[src/rtl/touch_pkg.sv]
// -----------------------------------------------------------------------------
// touch_pkg
// Shared definitions for the touch Avalon-MM register front end:
//   - Avalon word addresses of the STATUS, CTRL and first POINT registers
//   - bit positions inside STATUS and CTRL
//   - LCD ID codes (lcd_id[15:8]) that select the resistive XPT2046 path
//   - 32-bit point word type {x[15:0], y[15:0]} and the front-end FSM states
// -----------------------------------------------------------------------------
package touch_pkg;

    localparam logic [3:0] ADDR_STATUS = 4'd0;
    localparam logic [3:0] ADDR_CTRL   = 4'd1;
    localparam logic [3:0] ADDR_POINT0 = 4'd2;

    localparam int ST_NUM_LSB   = 0;
    localparam int ST_TOUCH_BIT = 3;
    localparam int ST_NEW_BIT   = 4;
    localparam int ST_SEQ_LSB   = 8;

    localparam int CTRL_EN_BIT  = 0;
    localparam int CTRL_IRQ_BIT = 1;

    localparam logic [7:0] LCD_ID_XPT_0 = 8'h93;
    localparam logic [7:0] LCD_ID_XPT_1 = 8'h53;

    typedef logic [31:0] point_t;

    typedef enum logic [1:0] {
        ST_OFF    = 2'd0,
        ST_IDLE   = 2'd1,
        ST_ACTIVE = 2'd2
    } state_t;

    // Panels with these ID high bytes carry the resistive (single point) controller.
    function automatic logic is_src_a(input logic [7:0] id_hi);
        return (id_hi == LCD_ID_XPT_0) || (id_hi == LCD_ID_XPT_1);
    endfunction

endpackage

[src/rtl/touch_src_mux.sv]
// -----------------------------------------------------------------------------
// touch_src_mux
// Picks the active touch controller from the LCD ID and presents one unified
// report bundle to the register block.
//   clk_i, rst_i        clock, asynchronous active-high reset
//   lcd_id_hi_i         lcd_id[15:8]
//   xpt_*_i             resistive source: done pulse, valid, single point
//   gt_*_i              capacitive source: done pulse, valid, count, points
//   src_chg_o           1 for one cycle whenever lcd_id[15:8] changes
//   done_o, valid_o     selected source report strobe / touch-present flag
//   num_o               point count, clamped to TP_MAX
//   pts_o               TP_MAX point words; slots >= num_o are forced to 0
// -----------------------------------------------------------------------------
module touch_src_mux
    import touch_pkg::*;
#(
    parameter int TP_MAX = 5
) (
    input  logic                  clk_i,
    input  logic                  rst_i,
    input  logic [7:0]            lcd_id_hi_i,
    input  logic                  xpt_done_i,
    input  logic                  xpt_valid_i,
    input  logic [31:0]           xpt_xy_i,
    input  logic                  gt_done_i,
    input  logic                  gt_valid_i,
    input  logic [2:0]            gt_num_i,
    input  logic [32*TP_MAX-1:0]  gt_xy_i,
    output logic                  src_chg_o,
    output logic                  done_o,
    output logic                  valid_o,
    output logic [2:0]            num_o,
    output logic [32*TP_MAX-1:0]  pts_o
);

    localparam logic [2:0] TP_MAX_N = 3'(TP_MAX);

    logic [7:0] id_q;

    always_ff @(posedge clk_i or posedge rst_i) begin
        if (rst_i) begin
            id_q <= 8'd0;
        end else begin
            id_q <= lcd_id_hi_i;
        end
    end

    assign src_chg_o = (lcd_id_hi_i != id_q);

    always_comb begin
        done_o  = 1'b0;
        valid_o = 1'b0;
        num_o   = 3'd0;
        pts_o   = '0;
        if (is_src_a(lcd_id_hi_i)) begin
            done_o       = xpt_done_i;
            valid_o      = xpt_valid_i;
            num_o        = 3'd1;
            pts_o[31:0]  = xpt_xy_i;
        end else begin
            done_o  = gt_done_i;
            valid_o = gt_valid_i;
            num_o   = (gt_num_i > TP_MAX_N) ? TP_MAX_N : gt_num_i;
            // Stale slots beyond the reported count must read back as 0.
            for (int k = 0; k < TP_MAX; k++) begin
                if (3'(k) < num_o) begin
                    pts_o[32*k +: 32] = gt_xy_i[32*k +: 32];
                end
            end
        end
    end

endmodule

[src/rtl/touch_avl_regs.sv]
// -----------------------------------------------------------------------------
// touch_avl_regs
// Avalon-MM register front end for the touch subsystem. Captures touch reports
// from the selected controller into a live bank, hands software a coherent
// snapshot on each STATUS read, and tracks new-data, sequence and release.
//   sys_clk, sys_rst      clock, asynchronous active-high reset
//   lcd_init_done         capture inhibited while low
//   lcd_id                [15:8] selects resistive (0x93/0x53) or capacitive
//   xpt_* / gt_*          controller report inputs
//   avl_*                 Avalon-MM slave, 4-bit word address, read latency 1
//   irq                   level interrupt (irq_en & new), only when the
//                         TOUCH_IRQ_EN macro is defined
// Registers: 0 STATUS {seq, new, touching, num}, 1 CTRL {irq_en, enable},
//            2..TP_MAX+1 snapshot points.
// -----------------------------------------------------------------------------
module touch_avl_regs
    import touch_pkg::*;
#(
    parameter int TP_MAX      = 5,
    parameter int RELEASE_CYC = 2500000
) (
    input  logic                  sys_clk,
    input  logic                  sys_rst,
    input  logic                  lcd_init_done,
    input  logic [15:0]           lcd_id,
    input  logic                  xpt_done,
    input  logic                  xpt_valid,
    input  logic [31:0]           xpt_xy,
    input  logic                  gt_done,
    input  logic                  gt_valid,
    input  logic [2:0]            gt_num,
    input  logic [32*TP_MAX-1:0]  gt_xy,
    input  logic [3:0]            avl_address,
    input  logic                  avl_write,
    input  logic                  avl_read,
    input  logic [31:0]           avl_writedata,
    output logic [31:0]           avl_readdata
`ifdef TOUCH_IRQ_EN
    ,
    output logic                  irq
`endif
);

    localparam int CNT_W = (RELEASE_CYC > 1) ? $clog2(RELEASE_CYC) : 1;
    localparam logic [CNT_W-1:0] CNT_RELOAD = CNT_W'(RELEASE_CYC - 1);

    logic                  src_chg;
    logic                  m_done;
    logic                  m_valid;
    logic [2:0]            m_num;
    logic [32*TP_MAX-1:0]  m_pts;

    touch_src_mux #(.TP_MAX(TP_MAX)) u_src_mux (
        .clk_i       (sys_clk),
        .rst_i       (sys_rst),
        .lcd_id_hi_i (lcd_id[15:8]),
        .xpt_done_i  (xpt_done),
        .xpt_valid_i (xpt_valid),
        .xpt_xy_i    (xpt_xy),
        .gt_done_i   (gt_done),
        .gt_valid_i  (gt_valid),
        .gt_num_i    (gt_num),
        .gt_xy_i     (gt_xy),
        .src_chg_o   (src_chg),
        .done_o      (m_done),
        .valid_o     (m_valid),
        .num_o       (m_num),
        .pts_o       (m_pts)
    );

    state_t            state_q;
    logic              enable_q;
    logic [7:0]        seq_q;
    logic              new_q;
    logic [2:0]        live_num_q;
    point_t            live_pts_q [TP_MAX];
    point_t            snap_pts_q [TP_MAX];
    logic [CNT_W-1:0]  rel_cnt_q;
    logic [31:0]       rdata_q;
`ifdef TOUCH_IRQ_EN
    logic              irq_en_q;
    logic              irq_q;
`endif

    logic              go_off;
    logic              cap;
    logic              rel;
    logic              rd_status;
    logic              new_d;
    logic [7:0]        seq_d;
    logic [31:0]       status_word;
    logic [31:0]       rd_mux;
    logic              unused_bits;

    // Any inhibit (LCD not ready, disabled, panel swap) parks the FSM in OFF.
    assign go_off    = !lcd_init_done || !enable_q || src_chg;
    assign cap       = !go_off && (state_q != ST_OFF) && m_done && m_valid;
    assign rel       = !go_off && (state_q == ST_ACTIVE) && !cap &&
                       ((m_done && !m_valid) || (rel_cnt_q == '0));
    assign rd_status = avl_read && (avl_address == ADDR_STATUS);
    // A capture/release in the same cycle as the clearing read wins.
    assign new_d     = (cap || rel) ? 1'b1 : (rd_status ? 1'b0 : new_q);
    assign seq_d     = seq_q + {7'd0, (cap || rel)};

    always_comb begin
        status_word                     = '0;
        status_word[ST_SEQ_LSB +: 8]    = seq_q;
        status_word[ST_NEW_BIT]         = new_q;
        status_word[ST_TOUCH_BIT]       = (state_q == ST_ACTIVE);
        status_word[ST_NUM_LSB +: 3]    = live_num_q;
    end

    always_comb begin
        rd_mux = '0;
        if (avl_address == ADDR_STATUS) begin
            rd_mux = status_word;
        end else if (avl_address == ADDR_CTRL) begin
            rd_mux[CTRL_EN_BIT] = enable_q;
`ifdef TOUCH_IRQ_EN
            rd_mux[CTRL_IRQ_BIT] = irq_en_q;
`else
            rd_mux[CTRL_IRQ_BIT] = 1'b0;
`endif
        end else begin
            for (int k = 0; k < TP_MAX; k++) begin
                if (avl_address == (ADDR_POINT0 + 4'(k))) begin
                    rd_mux = snap_pts_q[k];
                end
            end
        end
    end

    always_ff @(posedge sys_clk or posedge sys_rst) begin
        if (sys_rst) begin
            state_q    <= ST_OFF;
            enable_q   <= 1'b1;
            seq_q      <= 8'd0;
            new_q      <= 1'b0;
            live_num_q <= 3'd0;
            rel_cnt_q  <= '0;
            rdata_q    <= 32'd0;
            for (int k = 0; k < TP_MAX; k++) begin
                live_pts_q[k] <= '0;
                snap_pts_q[k] <= '0;
            end
`ifdef TOUCH_IRQ_EN
            irq_en_q   <= 1'b0;
            irq_q      <= 1'b0;
`endif
        end else begin
            seq_q <= seq_d;
            new_q <= new_d;
`ifdef TOUCH_IRQ_EN
            irq_q <= irq_en_q & new_d;
`endif
            if (avl_read) begin
                rdata_q <= rd_mux;
            end
            if (avl_write && (avl_address == ADDR_CTRL)) begin
                enable_q <= avl_writedata[CTRL_EN_BIT];
`ifdef TOUCH_IRQ_EN
                irq_en_q <= avl_writedata[CTRL_IRQ_BIT];
`endif
            end

            // Snapshot copies pre-update live values, so a same-cycle capture
            // is only seen by the following STATUS read.
            if (src_chg) begin
                for (int k = 0; k < TP_MAX; k++) snap_pts_q[k] <= '0;
            end else if (rd_status) begin
                for (int k = 0; k < TP_MAX; k++) snap_pts_q[k] <= live_pts_q[k];
            end

            if (go_off) begin
                state_q    <= ST_OFF;
                live_num_q <= 3'd0;
                for (int k = 0; k < TP_MAX; k++) live_pts_q[k] <= '0;
            end else begin
                case (state_q)
                    ST_OFF: state_q <= ST_IDLE;
                    ST_IDLE, ST_ACTIVE: begin
                        if (cap) begin
                            state_q    <= ST_ACTIVE;
                            live_num_q <= m_num;
                            rel_cnt_q  <= CNT_RELOAD;
                            for (int k = 0; k < TP_MAX; k++) begin
                                live_pts_q[k] <= m_pts[32*k +: 32];
                            end
                        end else if (rel) begin
                            state_q    <= ST_IDLE;
                            live_num_q <= 3'd0;
                            for (int k = 0; k < TP_MAX; k++) live_pts_q[k] <= '0;
                        end else if (state_q == ST_ACTIVE) begin
                            rel_cnt_q <= rel_cnt_q - 1'b1;
                        end
                    end
                    default: state_q <= ST_OFF;
                endcase
            end
        end
    end

    assign avl_readdata = rdata_q;

`ifdef TOUCH_IRQ_EN
    assign irq         = irq_q;
    assign unused_bits = ^{lcd_id[7:0], avl_writedata[31:2]};
`else
    assign unused_bits = ^{lcd_id[7:0], avl_writedata[31:1]};
`endif

endmodule

[config.mk]
export PLATFORM = sky130hd
export DESIGN_NAME = touch_avl_regs
export DESIGN_NICKNAME = d
export VERILOG_FILES = /design/src/rtl/touch_pkg.sv /design/src/rtl/touch_src_mux.sv /design/src/rtl/touch_avl_regs.sv
export SDC_FILE = /design/constraint.sdc
export NUM_CORES = 1
export LEC_CHECK = 0
export ABC_AREA = 1
export CAP_MARGIN = 30
export CORE_AREA = 4 4 184 204
export DETAILED_ROUTE_END_ITERATION = 8
export DIE_AREA = 0 0 188 208
export HOLD_SLACK_MARGIN = 0.1
export PLACE_DENSITY = 0.8
export SYNTH_ARGS = -nofsm -noshare
export SYNTH_HDL_FRONTEND = slang
export SYNTH_HIERARCHICAL = 1
export SYNTH_SLANG_ARGS = --single-unit
[constraint.sdc]
create_clock -name sys_clk -period 14.9 [get_ports sys_clk]
set_clock_uncertainty 0.15 [all_clocks]
set_input_delay 2.98 -clock sys_clk [delete_from_list [all_inputs] [get_ports sys_clk]]
set_output_delay 2.98 -clock sys_clk [all_outputs]
set_load 0.01 [all_outputs]
Yosys cells after proc, flatten, opt, wreduce, memory -nomap -nowiden
Cells that the tools add are included.
Widths: inputs -> output; s select.

word-level totals
  bits in registers = 397
  input port bits = 256
  output and inout bits = 32
  word-level logic and storage cells = 109

cells by class
  add/sub/neg operators = 2
  order comparisons = 6
  equality and inequality tests = 13
  muxes and demuxes = 38
  bitwise gates (word level) = 1
  reduce and logical (&&, ||, !) cells = 31

operators with widths
  cell                   number
  $mux 160               6
  $mux 32                12
  $mux 128               1
  $mux 22                3
  $mux 30                1
  $logic_not 22->1       1
  $sub 22x1->22 const B  1
  $mux 3                 6
  $eq 4x3->1 const B     3
  $reduce_bool 2->1      5
  $logic_and 1x1->1      9
  $add 8x1->8            1
  $eq 4x2->1 const B     2
  $eq 8x7->1 const B     1
  $eq 8x8->1 const B     1
  $mux 2                 4
  $ne 8x8->1             1
  $lt 1x3->1 const A     2
  $lt 2x3->1 const A     2
  $logic_not 1->1        5
  $logic_or 1x1->1       5
  $eq 4x1->1 const B     1
  $logic_not 4->1        1
  $mux 1                 4
  13 further kinds       13

Logic depth before layout (Yosys ltp)
  depth after elaboration = 14
  mapped depth = 19
  depth with buffers taken out = 19

By module
The synthesis kept the hierarchy.

by module, submodules not included
  module          instances  cells each  area an instance (um2)  sequential area each (um2)
  touch_avl_regs  1          2031        16938.7                 9735.6
  touch_src_mux   1          527         2371.0                  200.2

Worst setup path after synthesis
OpenSTA, ideal clock, no wires.

  path type = input -> register
  start = input lcd_id[15]
  end = register seq_q[7]
  library setup time = 0.123 ns
  data arrival time = 4.915 ns
  data required time = 14.627 ns
  path slack = 9.713 ns
  stages on the path = 18
  buffers on the path = 1
  path through = inv_1 > nand2_1 > nand2_2 > nand3_2 > nand2_1 > nand2_1 > nand2_1 > nor2_1 > nand2_2 > inv_1 > clkbuf_1 > a21oi_1 > inv_1 > ha_1 > nand3_1 > nor3_1 > nand3_1 > xnor2_1

between the ends
  elaborated cells on any way between the ends = 20
  those cells by class = add/sub: 1; eq/ne: 3; mux: 2; reduce/logical: 14

RTL lines
  item                                      RTL line               RTL
  start, declared                           touch_avl_regs.sv:25   input logic [15:0] lcd_id,
  $eq 8x8->1 or $eq 8x7->1 (tied branches)  touch_pkg.sv:36        return (id_hi == LCD_ID_XPT_0) || (id_hi == LCD_ID_XPT_1);
  $logic_or 1x1->1 *                        touch_pkg.sv:36
  $mux 1 *                                  touch_src_mux.sv:55    if (is_src_a(lcd_id_hi_i)) begin
  via m_done                                touch_avl_regs.sv:48   logic m_done;
  $logic_and 1x1->1 (2 in series)           touch_avl_regs.sv:97   assign cap = !go_off && (state_q != ST_OFF) && m_done && m_valid;
  $logic_not 1->1                           touch_avl_regs.sv:98   assign rel = !go_off && (state_q == ST_ACTIVE) && !cap &&
  $logic_and 1x1->1 (2 in series)           touch_avl_regs.sv:98
  $logic_or 1x1->1 *                        touch_avl_regs.sv:103  assign seq_d = seq_q + {7'd0, (cap || rel)};
  $add 8x1->8 *                             touch_avl_regs.sv:103
  via seq_d[7]                              touch_avl_regs.sv:90   logic [7:0] seq_d;
  end signal, assigned                      touch_avl_regs.sv:151  seq_q <= seq_d;
  end, declared                             touch_avl_regs.sv:73   logic [7:0] seq_q;

The timed path passes the listed nets; every way through them passes the cells marked *.
A chain may end at the register's enable or synchronous reset.

Worst setup path in the final report
  start = input lcd_id[9]
  end = register seq_q[6]

between the ends
  elaborated cells on any way between the ends = 20
  those cells by class = add/sub: 1; eq/ne: 3; mux: 2; reduce/logical: 14

RTL lines
  item                                                   RTL line                                    RTL
  $eq 8x8->1 or $eq 8x7->1 (tied branches)               touch_pkg.sv:36
  $logic_or 1x1->1 *                                     touch_pkg.sv:36
  $mux 1 *                                               touch_src_mux.sv:55
  via m_valid                                            touch_avl_regs.sv:49                        logic m_valid;
  $logic_and 1x1->1 or $logic_not 1->1 (tied branches)   touch_avl_regs.sv:97, touch_avl_regs.sv:99
  $logic_not 1->1 or $logic_and 1x1->1 (tied branches)   touch_avl_regs.sv:98, touch_avl_regs.sv:99
  $logic_and 1x1->1 or $logic_or 1x1->1 (tied branches)  touch_avl_regs.sv:98, touch_avl_regs.sv:99
  $logic_and 1x1->1                                      touch_avl_regs.sv:98
  $logic_or 1x1->1 *                                     touch_avl_regs.sv:103
  $add 8x1->8 *                                          touch_avl_regs.sv:103
  via seq_d[6]                                           touch_avl_regs.sv:90

Marked as above.

==> results.tsv <==
stage	metric	value	unit
clocking	Post-CTS Setup Bufs	0	
grt	antenna violations before repair	4	
timing	crit path time final	7.01	ns
synth	post-synthesis mux area share	0.000583	
synth	Post-synth EDFFs	0	
synth	Syn Inst Count	2558	
synth	largest family of logic cells by synthesized area	simple AND/OR/NAND/NOR gates	
synth	Adder-Cell Fraction of Synth Area	0.00389	
timing	RSZ-0062 raised after global routing	no	
timing	hold slack final	0.322	ns
synth	post-synth top area share	0.513	
timing	final setup vio count	0	
grt	largest net degree at the start of global routing	177	
clocking	root buffer cell	clkbuf_16	
critical_path	Worst Path Arrival	7.28	ns
synth	Synth warnings	6	
synth	syn_nets	2820	
hold_path	Worst Hold Path Cells	2	
clocking	Clock Pin Slew Worst Setup and Hold Paths	0.06	ns
detailed_routing	drc violations	0	
placed_design	RePlAce Congestion	0.879	
power_and_ir_drop	P_leak	11.7	nW
clocking	# resized after CTS	0	
timing	worst setup margin	7.89	ns
finish	final instance area	0.0233	mm^2
power_and_ir_drop	pwr dens	98.9	mW/mm^2
synth	Yosys cell types	34	
critical_path	critical path data required time	15.18	ns
timing	Slew headroom	0.320	
critical_path	critical path launch point type	input pin	
die	row count	73	
power_and_ir_drop	switching part of the total	0.226	
power_and_ir_drop	NetSw	0.000522	W
power_and_ir_drop	Cell Int Power	0.00179	W
detailed_routing	drt total wl	54300	um
die	chip height	208	um
synth	Synth Area in Simple Gates	0.313	
power_and_ir_drop	maximum vdd drop	0.0885	mV
power_and_ir_drop	Clk pwr share	0.456	
finish	share of cells above drive strength 1	0.0424	
synth	#FFs+latches synth	397	
synth	register area share after synthesis	0.515	
synth	post-synthesis async set-or-reset flop share	1.00	
clocking	H-tree depth	2	
detailed_routing	vias per inst	5.41	
detailed_routing	WL/cell	16.8	um
critical_path	crit end category	flip-flop	
placed_design	Placement Setup Slack	7.36	ns
hold_path	Worst Hold Class	flip-flop to flip-flop	
timing	final hold viol count	0	
power_and_ir_drop	Reg power frac	0.471	
clocking	hold_buf cts	0	
die	Core ar.	0.0357	mm^2
synth	Compound-Gate Fraction of Synth Area	0.0737	
synth	most common cell in the netlist	nand2_1	
die	die area	0.0391	mm^2
clocking	Max clock buf depth	3	
synth	Yosys top cell by area	dfrtp_1	
placed_design	placed wire-length estimate	36200	um
clocking	CTS Buf Count	41	
grt	gr usage total	0.273	
timing	Max Freq	143	MHz
die	initial core utilization	0.541	
detailed_routing	antenna-violating nets left	0	
grt	global route overflow	0	
synth	Netlist Area Pre-Place	0.0193	mm^2
synth	most instantiated cells after synthesis	nand2_1 (933), dfrtp_1 (396), nand3_1 (244)	
clocking	CTS sink count	397	
power_and_ir_drop	Gate power share	0.073	
clocking	Skew-Pair Late Insertion Delay	0.55	ns
grt	vias in the first global route	17033	
die	Boundary Pins	288	
detailed_routing	DRT Pass-1 Iters	7	
synth	Main synth FF type	dfrtp_1	
finish	Layout Nets	2969	
placed_design	DP Area	0.0219	mm^2
placed_design	buffers added on ports	248	
clocking	CTS tree	yes	
timing	setup_tns	0	ns
detailed_routing	Vias	17443	
grt	first-pass GRT wire length	87700	um
timing	Worst Tran Pin Value	1.02	ns
timing	max-slew violation count	0	
critical_path	Worst Reg2Reg Path Length in Cells	14	
critical_path	crit-path max FO	36	
detailed_routing	1st-iter DRT viols	1686	
die	Die X	188	um
finish	synthesis-to-finish area growth	20.9	%
flow_run	MaxCap Viol Count	0	
timing	Final Cycle Share	0.470	
status	outcome	completed	
synth	main area contributors after synthesis	dfrtp_1 (51%), nand2_1 (18%), nand3_1 (6.3%)	
synth	Post-Synth XOR/XNOR Area	0.00635	
critical_path	WS Path Type	input pin to flip-flop	
synth	mean post-synth cell area	7.55	um^2
## registers in the layout, indices dropped and copies added, names as in the netlist
register	cells
avl_readdata	32
enable_q	1
live_num_q	3
live_pts_q	160
new_q	1
rel_cnt_q	22
seq_q	8
snap_pts_q	160
state_q	2
u_src_mux/id_q	8
## power groups by stage
stage	registers [W]	clock network, W	logic (W)
finish	0.00109	0.00105	0.000168
global route	0.00109	0.00111	0.000186
CTS	0.00109	0.00106	0.000169
detailed placement	0.00111	0	0.000168
global placement	0.00111	0	0.000161
floorplan	0.00111	0	0.0000728
## cell families (layout without fill, tap and decap cells)
kind of cell               after synthesis  after routing
other                                    0              2
AOI/OAI and AO/OA                      269            269
DFF                                    397            397
adders and majority gates                6              6
and+or+nand+nor                       1470           1470
xor gates and xnor gates                14             14
buffers and inverters                  401            580
muxes                                    1              1
## layer usage
layer,part of all wire,up-vias,track usage
met5,0.00057,-,0
met4,0.038,4,0.101
met3,0.083,119,0.0525
met2,0.47,708,0.444
met1,0.40,8299,0.366
li1,-,8313,-
## critical path, stage by stage
cell and delay [ns]:
clkdlybuf4s50_1 0.54, nand2_1 0.11, nor2_4 0.58, nand3_2 0.77
nand2_1 0.22, nand2_1 0.10, nand2_1 0.09, nor2_1 0.05
nand2_2 0.27, inv_1 0.31, a21oi_1 0.40, inv_1 0.09
ha_1 0.22, ha_1 0.21, nand3_1 0.12, nor2_1 0.06
xor2_1 0.13
## placed cells by master, fill, tap and decap left out, types with 25 or more instances in the layout
| cell | Yosys | routed |
|---|---|---|
| nand3_1 | 244 | 244 |
| nand2_1 | 933 | 933 |
| o21ai_1 | 25 | 25 |
| nand4_1 | 40 | 40 |
| inv_1 | 233 | 232 |
| clkbuf_16 | 0 | 43 |
| clkdlybuf4s50_1 | 0 | 248 |
| o21ai_0 | 157 | 157 |
| nor2_1 | 222 | 220 |
| dfrtp_1 | 396 | 396 |
| o22ai_1 | 32 | 32 |
| a21oi_1 | 40 | 40 |
## area by class of cell
class                      count  area (um^2)
fill                        2945        12400
sequential                   397         9940
multi-input combinational   1760         7700
timing repair buffer         269         2800
clock buffer                  59         1220
inverter                     238          911
tap                          487          609
clock inverter                14          169
antenna                        2         5.00
## metrics by stage
| stage | utilization | instances | total power, W |
|---|---|---|---|
| 2_1_floorplan | - | 2558 | 0.00118 |
| 3_3_place_gp | 0.609 | 3143 | 0.00127 |
| 3_5_place_dp | 0.614 | 3150 | 0.00128 |
| 4_1_cts | 0.653 | 3223 | 0.00232 |
| 5_1_grt | 0.654 | 3226 | 0.00238 |
| 6_report | 0.654 | 3226 | 0.00231 |
## final timing paths
check	startpoint	end	slack, ns
min	live_pts_q[141]$_DFFE_PP0P_	live_pts_q[141]$_DFFE_PP0P_	0.32
min reg2reg	live_pts_q[141]$_DFFE_PP0P_	live_pts_q[141]$_DFFE_PP0P_	0.32
max	lcd_id[9]	seq_q[6]$_DFF_PP0_	7.89
max in group asynchronous	sys_rst	live_pts_q[120]$_DFFE_PP0P_	10.13
min in group asynchronous	sys_rst	u_src_mux/id_q[2]$_DFF_PP0_	2.70
max reg2reg	u_src_mux/id_q[7]$_DFF_PP0_	live_pts_q[75]$_DFFE_PP0P_	10.74
Note: power is estimated with default switching activity, not from simulation.
